--- config.mk ---
export PLATFORM = sky130hd
export DESIGN_NAME = multi_cycle_ctrl_flat
export DESIGN_NICKNAME = d
export VERILOG_FILES = /design/src/rtl/multi_cycle_ctrl_if.sv /design/src/rtl/multi_cycle_ctrl.sv /design/src/flat_wrapper.sv
export SDC_FILE = /design/constraint.sdc
export NUM_CORES = 1
export LEC_CHECK = 0
export ABC_AREA = 1
export CAP_MARGIN = 20
export CORE_MARGIN = 8
export CORE_UTILIZATION = 32
export DETAILED_ROUTE_END_ITERATION = 6
export PLACE_DENSITY = 0.95
export SLEW_MARGIN = 20
export SYNTH_ARGS = -nofsm -noshare
export SYNTH_HDL_FRONTEND = slang
export SYNTH_SLANG_ARGS = --single-unit
--- constraint.sdc ---
create_clock -name clk -period 2.75 [get_ports clk]
set_clock_uncertainty 0.15 [all_clocks]
set_input_delay 0.275 -clock clk [delete_from_list [all_inputs] [get_ports clk]]
set_output_delay 0.275 -clock clk [all_outputs]
set_load 0.05 [all_outputs]
--- src/rtl/multi_cycle_ctrl_if.sv ---
// Handshake and strobe bundle between the multi-cycle control FSM and the datapath.
// master = control FSM side, slave = datapath/memory side.
interface multi_cycle_ctrl_if;
    logic [31:0] inst;
    logic        imem_rdy;
    logic        dmem_rdy;
    logic        br_taken;
    logic [4:0]  state;
    logic        ir_wen;
    logic        pc_wen;
    logic [1:0]  pc_sel;
    logic        rf_wen;
    logic        rf_wdest_rd;
    logic        wb_sel_mem;
    logic        dm_ren;
    logic [3:0]  dm_wen;
    logic        inst_retire;
    logic        illegal_inst;
    logic        mem_timeout;
    logic [31:0] cycle_cnt;
    logic [31:0] retire_cnt;

    modport master (
        input  inst, imem_rdy, dmem_rdy, br_taken,
        output state, ir_wen, pc_wen, pc_sel, rf_wen, rf_wdest_rd, wb_sel_mem,
               dm_ren, dm_wen, inst_retire, illegal_inst, mem_timeout,
               cycle_cnt, retire_cnt
    );

    modport slave (
        output inst, imem_rdy, dmem_rdy, br_taken,
        input  state, ir_wen, pc_wen, pc_sel, rf_wen, rf_wdest_rd, wb_sel_mem,
               dm_ren, dm_wen, inst_retire, illegal_inst, mem_timeout,
               cycle_cnt, retire_cnt
    );
endinterface

--- src/rtl/multi_cycle_ctrl.sv ---
// Multi-cycle control FSM for the 16-instruction MIPS subset (IF/ID/EX/MEM/WB).
// Define MULTI_CYCLE_CTRL_PERF_CNT_EN to build the cycle/retire performance counters.
//
//   state | meaning
//   IF    | wait for imem_rdy, load IR
//   ID    | decode; J and illegal finish here
//   EX    | ALU op; branches resolve and finish here
//   MEM   | LW/SW data RAM access, wait for dmem_rdy
//   WB    | register file write, PC += 4
module multi_cycle_ctrl #(
    parameter int WAIT_MAX = 0,
    parameter int WAIT_W   = 8
) (
    input  logic                 clk,
    input  logic                 resetn,
    multi_cycle_ctrl_if.master   bus
);

    localparam logic [4:0] S_IF  = 5'b00001;
    localparam logic [4:0] S_ID  = 5'b00010;
    localparam logic [4:0] S_EX  = 5'b00100;
    localparam logic [4:0] S_MEM = 5'b01000;
    localparam logic [4:0] S_WB  = 5'b10000;

    localparam logic [1:0] PC_SEQ = 2'b00;
    localparam logic [1:0] PC_BR  = 2'b01;
    localparam logic [1:0] PC_J   = 2'b10;

    localparam logic [WAIT_W-1:0] WAIT_LIM = WAIT_W'(WAIT_MAX);

    logic [4:0] state_q, state_nxt;
    logic [WAIT_W-1:0] wait_cnt;

    logic [5:0] op, funct;
    logic [4:0] sa;
    logic is_alu_r, is_shift, is_r, is_addiu, is_lui, is_beq, is_bne;
    logic is_lw, is_sw, is_j, is_branch, is_illegal;
    logic waiting, timeout, wait_clr;
    logic unused_inst_bits;

    assign op    = bus.inst[31:26];
    assign sa    = bus.inst[10:6];
    assign funct = bus.inst[5:0];
    assign unused_inst_bits = ^bus.inst[25:11];

    assign is_alu_r  = (op == 6'b000000) && (sa == 5'd0) &&
                       (funct inside {6'b100001, 6'b100011, 6'b101010, 6'b100100,
                                      6'b100111, 6'b100101, 6'b100110});
    assign is_shift  = (op == 6'b000000) && ((funct == 6'b000000) || (funct == 6'b000010));
    assign is_r      = is_alu_r | is_shift;
    assign is_addiu  = (op == 6'b001001);
    assign is_lui    = (op == 6'b001111);
    assign is_beq    = (op == 6'b000100);
    assign is_bne    = (op == 6'b000101);
    assign is_lw     = (op == 6'b100011);
    assign is_sw     = (op == 6'b101011);
    assign is_j      = (op == 6'b000010);
    assign is_branch = is_beq | is_bne;
    assign is_illegal = !(is_r | is_addiu | is_lui | is_branch | is_lw | is_sw | is_j);

    // Ready inputs only matter in their own wait state.
    assign waiting = ((state_q == S_IF)  && !bus.imem_rdy) ||
                     ((state_q == S_MEM) && !bus.dmem_rdy);
    assign timeout = (WAIT_MAX != 0) && waiting && (wait_cnt >= WAIT_LIM);

    always_ff @(posedge clk or negedge resetn) begin
        if (!resetn) state_q <= S_IF;
        else         state_q <= state_nxt;
    end

    always_comb begin
        state_nxt = state_q;
        case (state_q)
            S_IF:  if (bus.imem_rdy) state_nxt = S_ID;
            S_ID:  state_nxt = (is_illegal || is_j) ? S_IF : S_EX;
            S_EX: begin
                if (is_branch)           state_nxt = S_IF;
                else if (is_lw || is_sw) state_nxt = S_MEM;
                else                     state_nxt = S_WB;
            end
            S_MEM: begin
                if (bus.dmem_rdy) state_nxt = is_lw ? S_WB : S_IF;
                else if (timeout) state_nxt = S_IF;
            end
            S_WB:  state_nxt = S_IF;
            default: state_nxt = S_IF;
        endcase
    end

    // A timeout re-entering IF from IF counts as a fresh entry.
    assign wait_clr = ((state_nxt == S_IF)  && ((state_q != S_IF) || timeout)) ||
                      ((state_nxt == S_MEM) && (state_q != S_MEM));

    always_ff @(posedge clk or negedge resetn) begin
        if (!resetn)                      wait_cnt <= '0;
        else if (wait_clr)                wait_cnt <= '0;
        else if (waiting && !(&wait_cnt)) wait_cnt <= wait_cnt + WAIT_W'(1);
    end

    logic       o_ir_wen, o_pc_wen, o_rf_wen, o_wdest_rd, o_wb_mem, o_dm_ren;
    logic       o_retire, o_illegal, o_timeout;
    logic [1:0] o_pc_sel;
    logic [3:0] o_dm_wen;

    always_comb begin
        o_ir_wen   = 1'b0;
        o_pc_wen   = 1'b0;
        o_pc_sel   = PC_SEQ;
        o_rf_wen   = 1'b0;
        o_wdest_rd = 1'b0;
        o_wb_mem   = 1'b0;
        o_dm_ren   = 1'b0;
        o_dm_wen   = 4'h0;
        o_retire   = 1'b0;
        o_illegal  = 1'b0;
        o_timeout  = 1'b0;
        if (resetn) begin
            case (state_q)
                S_IF: begin
                    o_ir_wen  = bus.imem_rdy;
                    o_timeout = timeout;
                end
                S_ID: begin
                    if (is_illegal) begin
                        o_illegal = 1'b1;
                        o_pc_wen  = 1'b1;
                    end else if (is_j) begin
                        o_pc_wen = 1'b1;
                        o_pc_sel = PC_J;
                        o_retire = 1'b1;
                    end
                end
                S_EX: begin
                    if (is_branch) begin
                        o_pc_wen = 1'b1;
                        o_pc_sel = bus.br_taken ? PC_BR : PC_SEQ;
                        o_retire = 1'b1;
                    end
                end
                S_MEM: begin
                    if (timeout) begin
                        o_timeout = 1'b1;
                        o_pc_wen  = 1'b1;
                    end else begin
                        o_dm_ren = is_lw;
                        o_dm_wen = is_sw ? 4'hF : 4'h0;
                        if (bus.dmem_rdy && is_sw) begin
                            o_pc_wen = 1'b1;
                            o_retire = 1'b1;
                        end
                    end
                end
                S_WB: begin
                    o_rf_wen   = 1'b1;
                    o_pc_wen   = 1'b1;
                    o_retire   = 1'b1;
                    o_wdest_rd = is_r;
                    o_wb_mem   = is_lw;
                end
                default: ;
            endcase
        end
    end

    assign bus.state        = resetn ? state_q : 5'b00000;
    assign bus.ir_wen       = o_ir_wen;
    assign bus.pc_wen       = o_pc_wen;
    assign bus.pc_sel       = o_pc_sel;
    assign bus.rf_wen       = o_rf_wen;
    assign bus.rf_wdest_rd  = o_wdest_rd;
    assign bus.wb_sel_mem   = o_wb_mem;
    assign bus.dm_ren       = o_dm_ren;
    assign bus.dm_wen       = o_dm_wen;
    assign bus.inst_retire  = o_retire;
    assign bus.illegal_inst = o_illegal;
    assign bus.mem_timeout  = o_timeout;

`ifdef MULTI_CYCLE_CTRL_PERF_CNT_EN
    logic [31:0] cycle_q, retire_q;

    always_ff @(posedge clk or negedge resetn) begin
        if (!resetn) begin
            cycle_q  <= 32'd0;
            retire_q <= 32'd0;
        end else begin
            cycle_q <= cycle_q + 32'd1;
            if (o_retire) retire_q <= retire_q + 32'd1;
        end
    end

    assign bus.cycle_cnt  = cycle_q;
    assign bus.retire_cnt = retire_q;
`else
    assign bus.cycle_cnt  = 32'd0;
    assign bus.retire_cnt = 32'd0;
`endif

endmodule

--- src/flat_wrapper.sv ---
// flat-port wrapper written by rule: the top's interface ports become plain ports
module multi_cycle_ctrl_flat 
#(
    parameter int WAIT_MAX = 0,
    parameter int WAIT_W   = 8
)
  (clk, resetn, bus_inst, bus_imem_rdy, bus_dmem_rdy, bus_br_taken, bus_state, bus_ir_wen, bus_pc_wen, bus_pc_sel, bus_rf_wen, bus_rf_wdest_rd, bus_wb_sel_mem, bus_dm_ren, bus_dm_wen, bus_inst_retire, bus_illegal_inst, bus_mem_timeout, bus_cycle_cnt, bus_retire_cnt);
  multi_cycle_ctrl_if bus_i ();
  input  logic clk;
  input  logic resetn;
  input wire logic [$bits(bus_i.inst)-1:0] bus_inst;
  input wire logic [$bits(bus_i.imem_rdy)-1:0] bus_imem_rdy;
  input wire logic [$bits(bus_i.dmem_rdy)-1:0] bus_dmem_rdy;
  input wire logic [$bits(bus_i.br_taken)-1:0] bus_br_taken;
  output wire logic [$bits(bus_i.state)-1:0] bus_state;
  output wire logic [$bits(bus_i.ir_wen)-1:0] bus_ir_wen;
  output wire logic [$bits(bus_i.pc_wen)-1:0] bus_pc_wen;
  output wire logic [$bits(bus_i.pc_sel)-1:0] bus_pc_sel;
  output wire logic [$bits(bus_i.rf_wen)-1:0] bus_rf_wen;
  output wire logic [$bits(bus_i.rf_wdest_rd)-1:0] bus_rf_wdest_rd;
  output wire logic [$bits(bus_i.wb_sel_mem)-1:0] bus_wb_sel_mem;
  output wire logic [$bits(bus_i.dm_ren)-1:0] bus_dm_ren;
  output wire logic [$bits(bus_i.dm_wen)-1:0] bus_dm_wen;
  output wire logic [$bits(bus_i.inst_retire)-1:0] bus_inst_retire;
  output wire logic [$bits(bus_i.illegal_inst)-1:0] bus_illegal_inst;
  output wire logic [$bits(bus_i.mem_timeout)-1:0] bus_mem_timeout;
  output wire logic [$bits(bus_i.cycle_cnt)-1:0] bus_cycle_cnt;
  output wire logic [$bits(bus_i.retire_cnt)-1:0] bus_retire_cnt;
  assign bus_i.inst = bus_inst;
  assign bus_i.imem_rdy = bus_imem_rdy;
  assign bus_i.dmem_rdy = bus_dmem_rdy;
  assign bus_i.br_taken = bus_br_taken;
  assign bus_state = bus_i.state;
  assign bus_ir_wen = bus_i.ir_wen;
  assign bus_pc_wen = bus_i.pc_wen;
  assign bus_pc_sel = bus_i.pc_sel;
  assign bus_rf_wen = bus_i.rf_wen;
  assign bus_rf_wdest_rd = bus_i.rf_wdest_rd;
  assign bus_wb_sel_mem = bus_i.wb_sel_mem;
  assign bus_dm_ren = bus_i.dm_ren;
  assign bus_dm_wen = bus_i.dm_wen;
  assign bus_inst_retire = bus_i.inst_retire;
  assign bus_illegal_inst = bus_i.illegal_inst;
  assign bus_mem_timeout = bus_i.mem_timeout;
  assign bus_cycle_cnt = bus_i.cycle_cnt;
  assign bus_retire_cnt = bus_i.retire_cnt;
  multi_cycle_ctrl #(.WAIT_MAX(WAIT_MAX), .WAIT_W(WAIT_W)) u_core (.clk(clk), .resetn(resetn), .bus(bus_i));
endmodule
; After elaboration in Yosys (flattened, before gate mapping)
; Cells that the tools add are included.
[word_totals]
register_bits = 5
in_bits = 37
out_inout_bits = 84
elab_cells = 83
[classes]
eq_ne = 22
mux = 39
bitwise = 8
reduce_logical = 13
[ops]
columns = cell, n
row1 = equality test 6 bit (second input constant), 9
row2 = 2-to-1 mux 5 bit, 6
row3 = 2-to-1 mux 1 bit, 21
row4 = one-hot mux 5 bit (4 select lines), 1
row5 = equality test 6 x 2 -> 1 bit (second input constant), 2
row6 = equality test 6 x 3 -> 1 bit (second input constant), 2
row7 = equality test 6 x 4 -> 1 bit (second input constant), 2
row8 = logical NOT 6 bit, 2
row9 = 2-to-1 mux 4 bit, 3
row10 = 2-to-1 mux 2 bit, 4
row11 = bitwise OR 1 bit, 8
row12 = one-hot mux 1 bit (4 select lines), 2
row13 = nonzero test 7 bit, 1
row14 = equality test 5 x 1 -> 1 bit (second input constant), 1
row15 = equality test 5 x 2 -> 1 bit (second input constant), 1
row16 = equality test 5 x 3 -> 1 bit (second input constant), 1
row17 = equality test 5 x 4 -> 1 bit (second input constant), 1
row18 = equality test 5 bit (second input constant), 1
row19 = logical NOT 5 bit, 1
row20 = logical AND 1 bit, 4
row21 = inequality test 2 bit (second input constant), 2
row22 = one-hot mux 2 bit (2 select lines), 1
row23 = logical OR 1 bit, 3
row24 = 2-to-1 mux 3 bit, 1
row25 = 2 further kinds, 2

; Longest topological paths before layout
[depth]
word_depth = 14
mapped_depth = 9
mapped_depth_nobuf = 9

; Least setup slack after synthesis
; No wires, ideal clock.
[synth_path]
path_kind = register -> output
start = register u_core.state_q[2]
end = output port bus_wb_sel_mem
arrival_ns = 2.215
required_time_ns = 2.325
setup_slack_ns = 0.110
stages_incl_launch_ff = 4
path_buffers = 0
cell_sequence = dfrtp_1 > nor2_1 > nand3_1 > nor4_1
[synth_between]
elab_chain_len = 3
[synth_lines]
columns = element, line_no
row1 = from (decl), multi_cycle_ctrl.sv:31  ; logic [4:0] state_q, state_nxt;
row2 = from (signal assigned), multi_cycle_ctrl.sv:68  ; else state_q <= state_nxt;
row3 = equality test 5 bit, multi_cycle_ctrl.sv:118  ; case (state_q)
row4 = 2-to-1 mux 1 bit, multi_cycle_ctrl.sv:118
row5 = 2-to-1 mux 1 bit, multi_cycle_ctrl.sv:117  ; if (resetn) begin
row6 = to (decl), flat_wrapper.sv:21  ; output wire logic [$bits(bus_i.wb_sel_mem)-1:0] bus_wb_sel_mem;
; No other way between the ends.

; Worst setup path after layout
[layout_path]
start = input port bus_inst[28]
end = output port bus_rf_wdest_rd
[layout_between]
elab_chain_len = 6
word_cells_on_any_way = 7
classes_between = 2 x mux / 1 x bitwise / 4 x reduce/logical
[layout_lines]
columns = element, line_no
row1 = from (decl), flat_wrapper.sv:11  ; input wire logic [$bits(bus_i.inst)-1:0] bus_inst;
row2 = logical NOT 6 bit *, "multi_cycle_ctrl.sv:46, multi_cycle_ctrl.sv:49"
row3 = logical AND 1 bit (2 in a row), multi_cycle_ctrl.sv:46  ; assign is_alu_r = (op == 6'b000000) && (sa == 5'd0) &&
row4 = bitwise OR 1 bit *, multi_cycle_ctrl.sv:50  ; assign is_r = is_alu_r | is_shift;
row5 = 2-to-1 mux 1 bit *, multi_cycle_ctrl.sv:118
row6 = 2-to-1 mux 1 bit *, multi_cycle_ctrl.sv:117
row7 = to (decl), flat_wrapper.sv:20  ; output wire logic [$bits(bus_i.rf_wdest_rd)-1:0] bus_rf_wdest_rd;
; Mark *: on every way between the ends. The rest lies on a longest branch, timed or not.

==> flow_summary.toml <==
[layout]
largest_reg_flops = 5
antennaDiodeCount = 0
drive_gt1_share_pct = 16.0
stdcell_count = 279
fill_cells = 362
area_delta_synth_final_pct = 31.1
regMostFlops = "u_core.state_q"
reg_top3 = "u_core.state_q (5)"
fin_nets = 269

[placed_design]
dp_cells = 275
post-dp-hpwl_um = 2700
gp_congestion = 0.882
io_buffers = 40

[setup_path]
rr_startpoint = "u_core.state_q[2]"
cp-start-kind = "input pin"
worstPathArrival_ps = 1950
end_kind = "output pin"
crit_required_ps = 2330
crit_chain = "clkdlybuf4s50_1 > nor2_1 > nand3_1 > nor2_1 > nand3_1 > and2_1 > nor3_1 > buf_12"
r2r_slack_ps = 1200
rr_worst_depth = 8
crit_path_max_fanout = 5
crit_type = "input pin to output pin"
r2r_end = "u_core.state_q[0]"
crit_slowest_cell = "clkdlybuf4s50_1"
critical_path.max_stage_delay_ps = 490

[synth]
ys_warn_count = 0
syn-instance-count = 190
synth_seq_cells = 5
syn_area_mm2 = 0.00118
synth-seq-area-share_pct = 10.7
synth.distinct_cells = 23
synth.avg_cell_area_um2 = 6.20

[global_route]
grt.overflow.total = 0
grt_start_max_net_pins = 14
grt_pass1_vias = 1195
antenna_found_initial = 0
grt_pass1_wl_um = 4970
grt_usage_pct = 9.78

[clock_network]
clkTransAtPathRegs_ps = 40
cts.path.max_buffers = 2
cts_resized = 0
cts_tree = "yes"
cts.sinks = 5
h-tree-depth = 1
clk_latency_ps = 220
cts.hold.buffers_added = 0
post_cts_buffers = 0
numCtsBuffers = 3
root_buffer = "clkbuf_8"

[drt]
detail-route-antenna-nets = 0
wl_per_cell_um = 10.6
finalWirelength_um = 2950
drtIter0Drc = 92
viasPerCell = 3.86
dr.pass1.iters = 4
drcViolationCount = 0
num_vias = 1076

[sta]
whs_ps = 228
hold_viol = 0
slew_headroom_pct = 65.9
rsz0062_at_grt = "no"
fin_crit_ps = 2370
max_slew.worst_pin.slew_ps = 507
setup_viol = 0
fmax_mhz = 421
maxSlewViolCount = 0
setup_tns_ps = 0
period_share_pct = 86.3

[floorplanning]
start_util_pct = 32.7
coreArea_mm2 = 0.00361
die_area_mm2 = 0.00588
rows = 22
die_y_um = 76.7
fp.dieW_um = 76.7
io_pins = 121

[power_and_ir_drop]
p_leak_nw = 0.873
p_per_area_mw_per_mm2 = 431
vdd_drop_max_mv = 0.178

[status]
status = "complete, no violations"

[flow_run]
max-cap-violations = 0

[hold_path]
min_path_type = "input pin to asynchronous set/reset pin"
[how the worst max path moves through the flow]
stage | slack, ps | end | depth (start not counted) | startpoint
finish | 380 | bus_rf_wdest_rd | 8 | bus_inst[28]
global placement | 410 | bus_rf_wdest_rd | 8 | bus_inst[28]
detailed placement | 370 | bus_rf_wdest_rd | 8 | bus_inst[28]
CTS | 360 | bus_rf_wdest_rd | 8 | bus_inst[28]
global route | 210 | bus_rf_wdest_rd | 8 | bus_inst[28]
floorplan | 110 | bus_wb_sel_mem | 3 | u_core.state_q[2]
[per-layer routing]
layer / wire length [um] / vias to the layer above / global-route usage [%]
met5: 0 / - / 0
met4: 85 / 0 / 4.62
met3: 236 / 10 / 2.68
met2: 1550 / 74 / 18.8
met1: 1080 / 459 / 9.28
li1: - / 533 / -
[metrics by stage]
stage	setup slack [ps]	power [W]	area [um2]	util, %
after global routing	208	0.000701	1550	42.9
final	376	0.000666	1550	42.9
after CTS	357	0.000663	1550	42.9
after floorplan	110	0.000508	1420	-
after global placement	415	0.000524	1500	41.6
after detailed placement	365	0.000530	1500	41.6
[area by class of cell]
type | count | area, um2 | share of cell area, %
multi-input combinational | 155 | 677 | 43.8
timing repair buffer | 42 | 543 | 35.1
sequential | 5 | 126 | 8.18
inverter | 25 | 93.8 | 6.07
tap | 48 | 60.1 | 3.89
clock buffer | 4 | 45.0 | 2.91
[worst max-delay path, delay by kind of cell]
| kind | cells | cell delay (ps) |
|---|---|---|
| buf+inv | 2 | 680 |
| simple gates | 6 | 990 |
[kinds of logic (layout without fill, tap and decap cells)]
| family | count (synthesis) | count (layout) | synth area share [%] |
|---|---|---|---|
| buffers and inverters | 94 | 71 | 52.2 |
| other | 1 | 65 | 0.318 |
| flip-flops | 5 | 5 | 10.7 |
| AO/OA/AOI/OAI | 3 | 3 | 1.38 |
| AND/OR/NAND/NOR | 87 | 87 | 35.4 |
[synthesized netlist by cell type]
library cell,n,area [um2]
buf_4,68,510
nor2_1,29,109
nand2_1,24,90.1
inv_1,22,82.6
nand3_1,11,55.1
nand4_1,6,37.5
dfrtp_1,4,100
nor3_1,4,20.0
inv_2,3,11.3
nor2_2,3,18.8
nand3_2,2,20.0
nor2_4,2,22.5
or2_4,2,17.5
a21oi_1,1,5.00
a31oi_1,1,6.26
and2_1,1,6.26
buf_6,1,11.3
conb_1,1,3.75
dfstp_2,1,26.3
nand3b_1,1,7.51
nor4_1,1,6.26
o21ai_0,1,5.00
or2_1,1,6.26
[where the power goes]
part           internal, W  leakage [nW]  total [W]  switching, W
combinational    0.0000951         0.785   0.000429      0.000334
clock            0.0000993        0.0228   0.000133     0.0000338
sequential       0.0000918        0.0654   0.000103     0.0000117
[placed cells by master (no fill, tap or decap), types with 3 or more instances in the layout]
master            n
inv_2             3
nand3_1          11
conb_1           65
clkdlybuf4s50_1  21
nor2_2            3
buf_4             7
nand2_1          24
nor3_1            4
nand4_1           6
dfrtp_1           4
buf_12           14
inv_1            22
clkbuf_8          3
nor2_1           29
(Power assumes the default switching activity.)
